$ cat config.mk
export PLATFORM = sky130hd
export DESIGN_NAME = bcd_key_entry
export DESIGN_NICKNAME = d
export VERILOG_FILES = /design/src/rtl/bcd_key_entry.sv
export SDC_FILE = /design/constraint.sdc
export NUM_CORES = 1
export LEC_CHECK = 0
export ABC_AREA = 1
export BUFFER_PORTS_ARGS = -buffer_cell sky130_fd_sc_hd__buf_2
export CAP_MARGIN = 5
export CORE_MARGIN = 1
export CORE_UTILIZATION = 30
export CTS_CLUSTER_DIAMETER = 30
export CTS_CLUSTER_SIZE = 40
export DETAILED_ROUTE_END_ITERATION = 8
export GPL_TIMING_DRIVEN = 0
export SETUP_SLACK_MARGIN = 0.02
export SLEW_MARGIN = 20
export SYNTH_ARGS = -nofsm -noshare
export SYNTH_HDL_FRONTEND = slang
export SYNTH_SLANG_ARGS = --single-unit
$ cat constraint.sdc
create_clock -name clk -period 2.8 [get_ports clk]
set_clock_uncertainty 0.2 [all_clocks]
set_input_delay 0 -clock clk [delete_from_list [all_inputs] [get_ports clk]]
set_output_delay 0 -clock clk [all_outputs]
set_load 0.05 [all_outputs]
$ cat src/rtl/bcd_key_entry.sv
// Operator entry stage: debounces a push-button, validates two BCD switch
// digits on each press, latches them and hands one start pulse to bcd2bin,
// then stays busy until the compute chain reports done.
module bcd_key_entry #(
  parameter int DB_TICKS = 1_000_000,
  parameter int MAX_N    = 30
) (
  input  logic       clk,
  input  logic       reset,
  input  logic [7:0] sw,
  input  logic       btn,
  input  logic       ready_in,
  input  logic       done_in,
  output logic [3:0] bcd1,
  output logic [3:0] bcd0,
  output logic       start,
  output logic       busy,
  output logic       err
);

  localparam int             CW       = $clog2(DB_TICKS);
  localparam logic [CW-1:0]  CNT_LAST = CW'(DB_TICKS - 1);
  localparam logic [7:0]     MAX_V    = 8'(MAX_N);

  typedef enum logic [1:0] {IDLE, ISSUE, BUSY} state_t;

  state_t        state, state_nx;
  logic          s1, s;
  logic          db, db_q;
  logic [CW-1:0] cnt;
  logic          press, valid;
  logic [7:0]    entry_val;
  logic          load, set_err, issue;

  // Two-flop synchronizer for the asynchronous button.
  always_ff @(posedge clk) begin
    if (reset) begin
      s1 <= 1'b0;
      s  <= 1'b0;
    end else begin
      s1 <= btn;
      s  <= s1;
    end
  end

  // Debounce: db follows s only after DB_TICKS consecutive differing samples.
  always_ff @(posedge clk) begin
    if (reset) begin
      cnt <= '0;
      db  <= 1'b0;
    end else if (s == db) begin
      cnt <= '0;
    end else if (cnt == CNT_LAST) begin
      db  <= s;
      cnt <= '0;
    end else begin
      cnt <= cnt + 1'b1;
    end
  end

  // Delayed debounced level for rising-edge detection.
  always_ff @(posedge clk) begin
    if (reset) db_q <= 1'b0;
    else       db_q <= db;
  end

  assign press     = db & ~db_q;
  // Worst case 15*10+15 = 165 still fits 8 bits, so no overflow on bad digits.
  assign entry_val = {4'd0, sw[7:4]} * 8'd10 + {4'd0, sw[3:0]};
  assign valid     = (sw[7:4] <= 4'd9) && (sw[3:0] <= 4'd9) && (entry_val <= MAX_V);
  assign busy      = (state != IDLE);

  // Next-state and per-cycle control decode.
  always_comb begin
    state_nx = state;
    load     = 1'b0;
    set_err  = 1'b0;
    issue    = 1'b0;
    case (state)
      IDLE: begin
        if (press) begin
          if (valid) begin
            load     = 1'b1;
            state_nx = ISSUE;
          end else begin
            set_err  = 1'b1;
          end
        end
      end
      ISSUE: begin
        if (ready_in) begin
          issue    = 1'b1;
          state_nx = BUSY;
        end
      end
      BUSY: begin
        if (done_in) state_nx = IDLE;
      end
      default: state_nx = IDLE;
    endcase
  end

  // State, registered start pulse, latched digits and sticky error.
  always_ff @(posedge clk) begin
    if (reset) begin
      state <= IDLE;
      start <= 1'b0;
      bcd1  <= 4'd0;
      bcd0  <= 4'd0;
      err   <= 1'b0;
    end else begin
      state <= state_nx;
      start <= issue;
      if (load) begin
        bcd1 <= sw[7:4];
        bcd0 <= sw[3:0];
        err  <= 1'b0;
      end else if (set_err) begin
        err  <= 1'b1;
      end
    end
  end

endmodule

---- Word-level counts from Yosys, hierarchy flattened ----
Cells that the tools add are included.
cells by class
  $lt $le $gt $ge ......................... 3
  reductions and logical operators ........ 9
  mux-type cells .......................... 12
  bitwise operators ....................... 4
  multipliers ............................. 1
  eq/ne operators ......................... 8
  $add $sub $neg .......................... 2
operator list
  operator                 count
  $add A20 B1 Y20 const B  1
  $eq A20 B20 Y1 const B   1
  $add A8 B4 Y8            1
  $le A4 B4 Y1 const B     2
  $le A8 B5 Y1 const B     1
  $mux W2                  4
  $ne A2 B2 Y1 const B     4
  $mul A4 B3 Y7 const B    1
  $mux W1                  7
  $pmux W2 S3              1
  $reduce_and A4 Y1        1
  $reduce_or A2 Y1         2
  $not A1 Y1               3
  $reduce_or A3 Y1         1
  $eq A2 B1 Y1 const B     1
  $eq A2 B2 Y1 const B     1
  $logic_and A1 B1 Y1      2
  $logic_not A2 Y1         1
  $reduce_and A2 Y1        1
  $reduce_bool A2 Y1       1
  $and A1 B1 Y1            1
  $eq A1 B1 Y1             1
storage, ports and cells
  output and inout port bits .............. 11
  input port bits ......................... 13
  logic and storage cells ................. 49
  register bits ........................... 36

---- Logic depth before layout (Yosys ltp) ----
  depth in word-level cells ............... 8
  gate-level depth with buffers ........... 14
  mapped depth without buffers ............ 14

---- Least setup slack after synthesis ----
Ideal clock, no wire load.
  path kind ............................... input-to-reg
  start point ............................. in sw[5]
  end point ............................... reg bcd0[0]
  path slack .............................. 0.824 ns
  arrival ................................. 1.666 ns
  buffers on the path ..................... 0
  stages on the path ...................... 11
  library setup time ...................... 0.110 ns
  required time ........................... 2.490 ns
  cells stage by stage .................... ha_1 ha_1 inv_1 fa_1 nand3_1 nand2_1 nand3_1 nor2_1 nand4_1 nand2_1 nor2_1
between the ends
  cells in the longest elaborated chain, start to end .. 7
  elaborated cells on any way between the ends .. 9
  those cells by class .................... add/sub: 1; mul: 1; order compare: 2; mux: 3; reduce/logical: 2
ends and longest elaborated chain
  what                    line  text
  start: declaration      10    input logic [7:0] sw,
  $mul A4 B3 Y7           69    assign entry_val = {4'd0, sw[7:4]} * 8'd10 + {4'd0, sw[3:0]};
  $add A8 B4 Y8           69
  $le A8 B5 Y1            70    assign valid = (sw[7:4] <= 4'd9) && (sw[3:0] <= 4'd9) && (entry_val <= MAX_V);
  $logic_and A1 B1 Y1 *   70
  $mux W1 *               82    if (valid) begin
  $mux W1 *               81    if (press) begin
  $mux W1 *               79    case (state)
  end signal: assignment  116   bcd0 <= sw[3:0];
  end: declaration        15    output logic [3:0] bcd0,
Every way passes the cells marked *; elsewhere a longest branch is shown, timed or not.
A chain may end at the register's enable or synchronous reset.

---- Worst setup path in the final report ----
  start point ............................. in sw[1]
  end point ............................... reg state[0]
between the ends
  cells in the longest elaborated chain, start to end .. 5
  elaborated cells on any way between the ends .. 7
  those cells by class .................... add/sub: 1; order compare: 2; eq/ne: 1; reduce/logical: 3
ends and longest elaborated chain
  what                                                        line    text
  $add A8 B4 Y8 / $le A4 B4 Y1 (equally long branches)        69, 70
  $le A8 B5 Y1 / $logic_and A1 B1 Y1 (equally long branches)  70
  $logic_and A1 B1 Y1 *                                       70
  $ne A2 B2 Y1 (no source line) *                             n/a
  $reduce_and A4 Y1 (no source line) *                        n/a
  end signal: assignment                                      112     state <= state_nx;
  end: declaration                                            27      state_t state, state_nx;
Marks and branches as above.

==> results.json <==
{
  "outcome": "finished clean",
  "synth_most_common_cell": "nand2_1",
  "grt_pass1_wl_mm": 7.879,
  "ys.flop_type": "dfxtp_1",
  "drc_errors": 0,
  "yosys.area.top_type": "dfxtp_1",
  "path_clk_slew_ns": 0.07,
  "cts.htree.levels": 2,
  "tns_ns": 0,
  "cp_max_fo": 9,
  "synthTopCellsByArea": "dfxtp_1 (35%), nand2_1 (12%), inv_1 (11%)",
  "synth_xor_area_frac": 0.02120,
  "die_h_um": 84.98,
  "final.setup.worst_slack_ns": 0.1686,
  "crit_slowest_cell": "dlygate4sd3_1",
  "drive_above_1_share": 0.1324,
  "pre_cts_ws_ns": 0.3737,
  "yosys-mux-area-fraction": 0,
  "finalCritPeriodShare": 0.9398,
  "cp_common_cell": "dlygate4sd3_1",
  "initial_core_util": 0.3181,
  "slew_viol_final": 0,
  "antenna_found_initial": 0,
  "r2r_slack_ns": 0.82,
  "path_class": "in2reg",
  "grt_usage": 0.1372,
  "ys_seq_elements": 36,
  "place.gp.congestion": 0.8327,
  "cts-root-buf": "clkbuf_8",
  "cts_tree": "yes",
  "register_area_um2": 720.7,
  "ios": 24,
  "final_nets": 377,
  "worstPathRequired_ns": 2.78,
  "max_freq_ghz": 0.3800,
  "syn_nets": 329,
  "cts.path.max_buffers": 2,
  "clock_latency_ns": 0.29,
  "worstMarginPinSlew_ns": 0.4586,
  "synth_compound_area_frac": 0.05027,
  "max_cap_violations": 0,
  "synthSimpleGateAreaFrac": 0.3925,
  "drt_iter0_markers": 66,
  "viasPerCell": 4.509,
  "num-fill-cells": 687,
  "ant_nets": 0,
  "die_w_um": 84.98,
  "n_antenna_cell": 0,
  "worstHoldPathType": "in2reg",
  "vias": 1948,
  "synth_common_cells": "nand2_1 (64), inv_1 (62), nor2_1 (43)",
  "core_area_mm2": 0.006495,
  "worstPathCellList": "dlygate4sd3_1 -> buf_2 -> ha_1 -> fa_1 -> nand2_1 -> nand3_1 -> nor2_1 -> nand3_2 -> nand4_4 -> a21oi_1 -> dlygate4sd3_1",
  "p_per_area_mw_per_mm2": 394.2,
  "relSlewSlack": 0.6932,
  "multi_input_area_mm2": 0.001101,
  "synthAdderAreaFrac": 0.06784,
  "ys_seq_area_frac": 0.3489,
  "syn_area_per_cell_um2": 6.751,
  "io_buffers": 23,
  "wire_per_inst_um": 10.25,
  "synth_top_area_frac": 0.3489,
  "std_cell_rows": 29,
  "cpPeakStageDelay_ns": 0.55,
  "synth.distinct_cells": 30,
  "arrival_ns": 2.61,
  "grt-ovfl-total": 0,
  "endpoint_kind": "flip-flop",
  "syn2layout_area_growth_pct": 23.08,
  "ir_drop_uv": 153.4,
  "die_area_mm2": 0.007222,
  "fin_total_pwr_uw": 1002,
  "clock-sinks": 36,
  "async_flop_share": 0,
  "grt_pass1_vias": 1857,
  "synth_edf_count": 0,
  "cp-start-kind": "input port",
  "yosysWarnings": 0,
  "p_leak_uw": 0.001123,
  "synth_top_family_by_area": "simple AND/OR/NAND/NOR gates",
  "hpwl_mm": 3.346,
  "syn_area_mm2": 0.002066,
  "hold_viol": 0,
  "grt_max_degree": 11,
  "totalWireLength_mm": 4.430,
  "firstDrtPassIters": 4,
  "cts_buffers": 5,
  "syn_inst": 306,
  "fin_crit_ns": 2.631,
  "setup_violations": 0,
  "grt_setup_unrepaired": "false"
}
## path summary, 6_finish.rpt
| check | startpoint | to | cells past startpoint |
|---|---|---|---|
| setup / recovery | sw[1] | state[0] | 11 |
| hold / removal | sw[7] | bcd1[1] | 7 |
| setup reg to reg | state[1] | state[0] | 8 |
| hold reg to reg | s1 | s | 2 |
## per-stage QoR
step	cells	hold WS [ns]	cell area [µm²]	utilization
detailed placement	406	0.02509	2277	0.3506
floorplan	306	-0.1309	2066	-
CTS	429	0.2017	2517	0.3876
finish	432	0.1594	2542	0.3914
global route	432	0.2108	2542	0.3914
global placement	406	0.01245	2277	0.3506
## layout make-up
cell class,count,area share
Timing Repair Buffer,41,0.1132
Clock buffer,8,0.03543
Multi-Input combinational cell,205,0.4331
Buffer,3,0.005413
Sequential cell,36,0.2835
Tap cell,77,0.03789
Inverter,62,0.09154
## state kept, by name, indices dropped and copies added (netlist names)
| signal | count |
|---|---|
| cnt | 20 |
| bcd0 | 4 |
| bcd1 | 4 |
| state | 2 |
| db | 1 |
| db_q | 1 |
| err | 1 |
| s | 1 |
| s1 | 1 |
| start | 1 |
## critical path: cells and delay by family
family	cells	cell delay (ns)
buffers and inverters	3	1.24
and+or+nand+nor	5	0.69
adders and majority gates	2	0.61
AOI/OAI and AO/OA	1	0.07
## logic make-up (layout without fill, tap and decap cells)
logic type	Yosys count	count (layout)
simple gates	171	171
compound gates	19	19
xor+xnor	5	5
fa+ha+maj	10	10
flops	36	36
buf+inv	65	114
## layer usage
metal  up-vias  track usage  share of wire
met5         -            0              0
met4         0      0.05085          0.017
met3         5      0.03794          0.028
met2        21       0.2405           0.48
met1       867       0.1592           0.47
li1       1055            -              -
## cell usage in the layout (no fill, tap or decap)
master         netlist  final
o21bai_1             1      1
nand4_1             12     12
o21ai_0              4      4
xnor2_1              3      3
fa_1                 2      2
nor4_1               3      3
and2_1               1      1
nor3_1              12     12
o211ai_1             1      1
or2_2                1      1
or2_0                1      1
nand3_2              4      4
buf_4                0      3
a21oi_2              1      1
clkbuf_1             1      3
nor2_1              43     42
nand4_4              1      1
dlygate4sd3_1        0     15
nand2_1             64     64
ha_1                 8      8
xor2_1               2      2
or2_1                1      1
nand2_2              2      2
clkbuf_8             0      6
nor2_2               2      3
nor3b_1              2      2
buf_2                2     25
nand3b_1             5      5
nor2_4               1      1
inv_1               62     62
nand3_1             16     16
dfxtp_1             36     36
a21oi_1             12     12
## where the power goes
part,internal (µW),leakage [µW],switching (µW),total [µW]
combinational,47.0,0.000787,64.5,111
clock,200,0.0000455,175,376
sequential,514,0.000290,1.22,515
total,761,0.00112,241,1000
## timing repair
item | CTS | global route
endpoints found under the setup margin | 0 | 1
gates resized for setup | 0 | 1
buffers inserted | 0 | 3
hold endpoints to repair | 14 | 0
hold buffers | 15 | 0
Power figures use the tool's default switching activity.
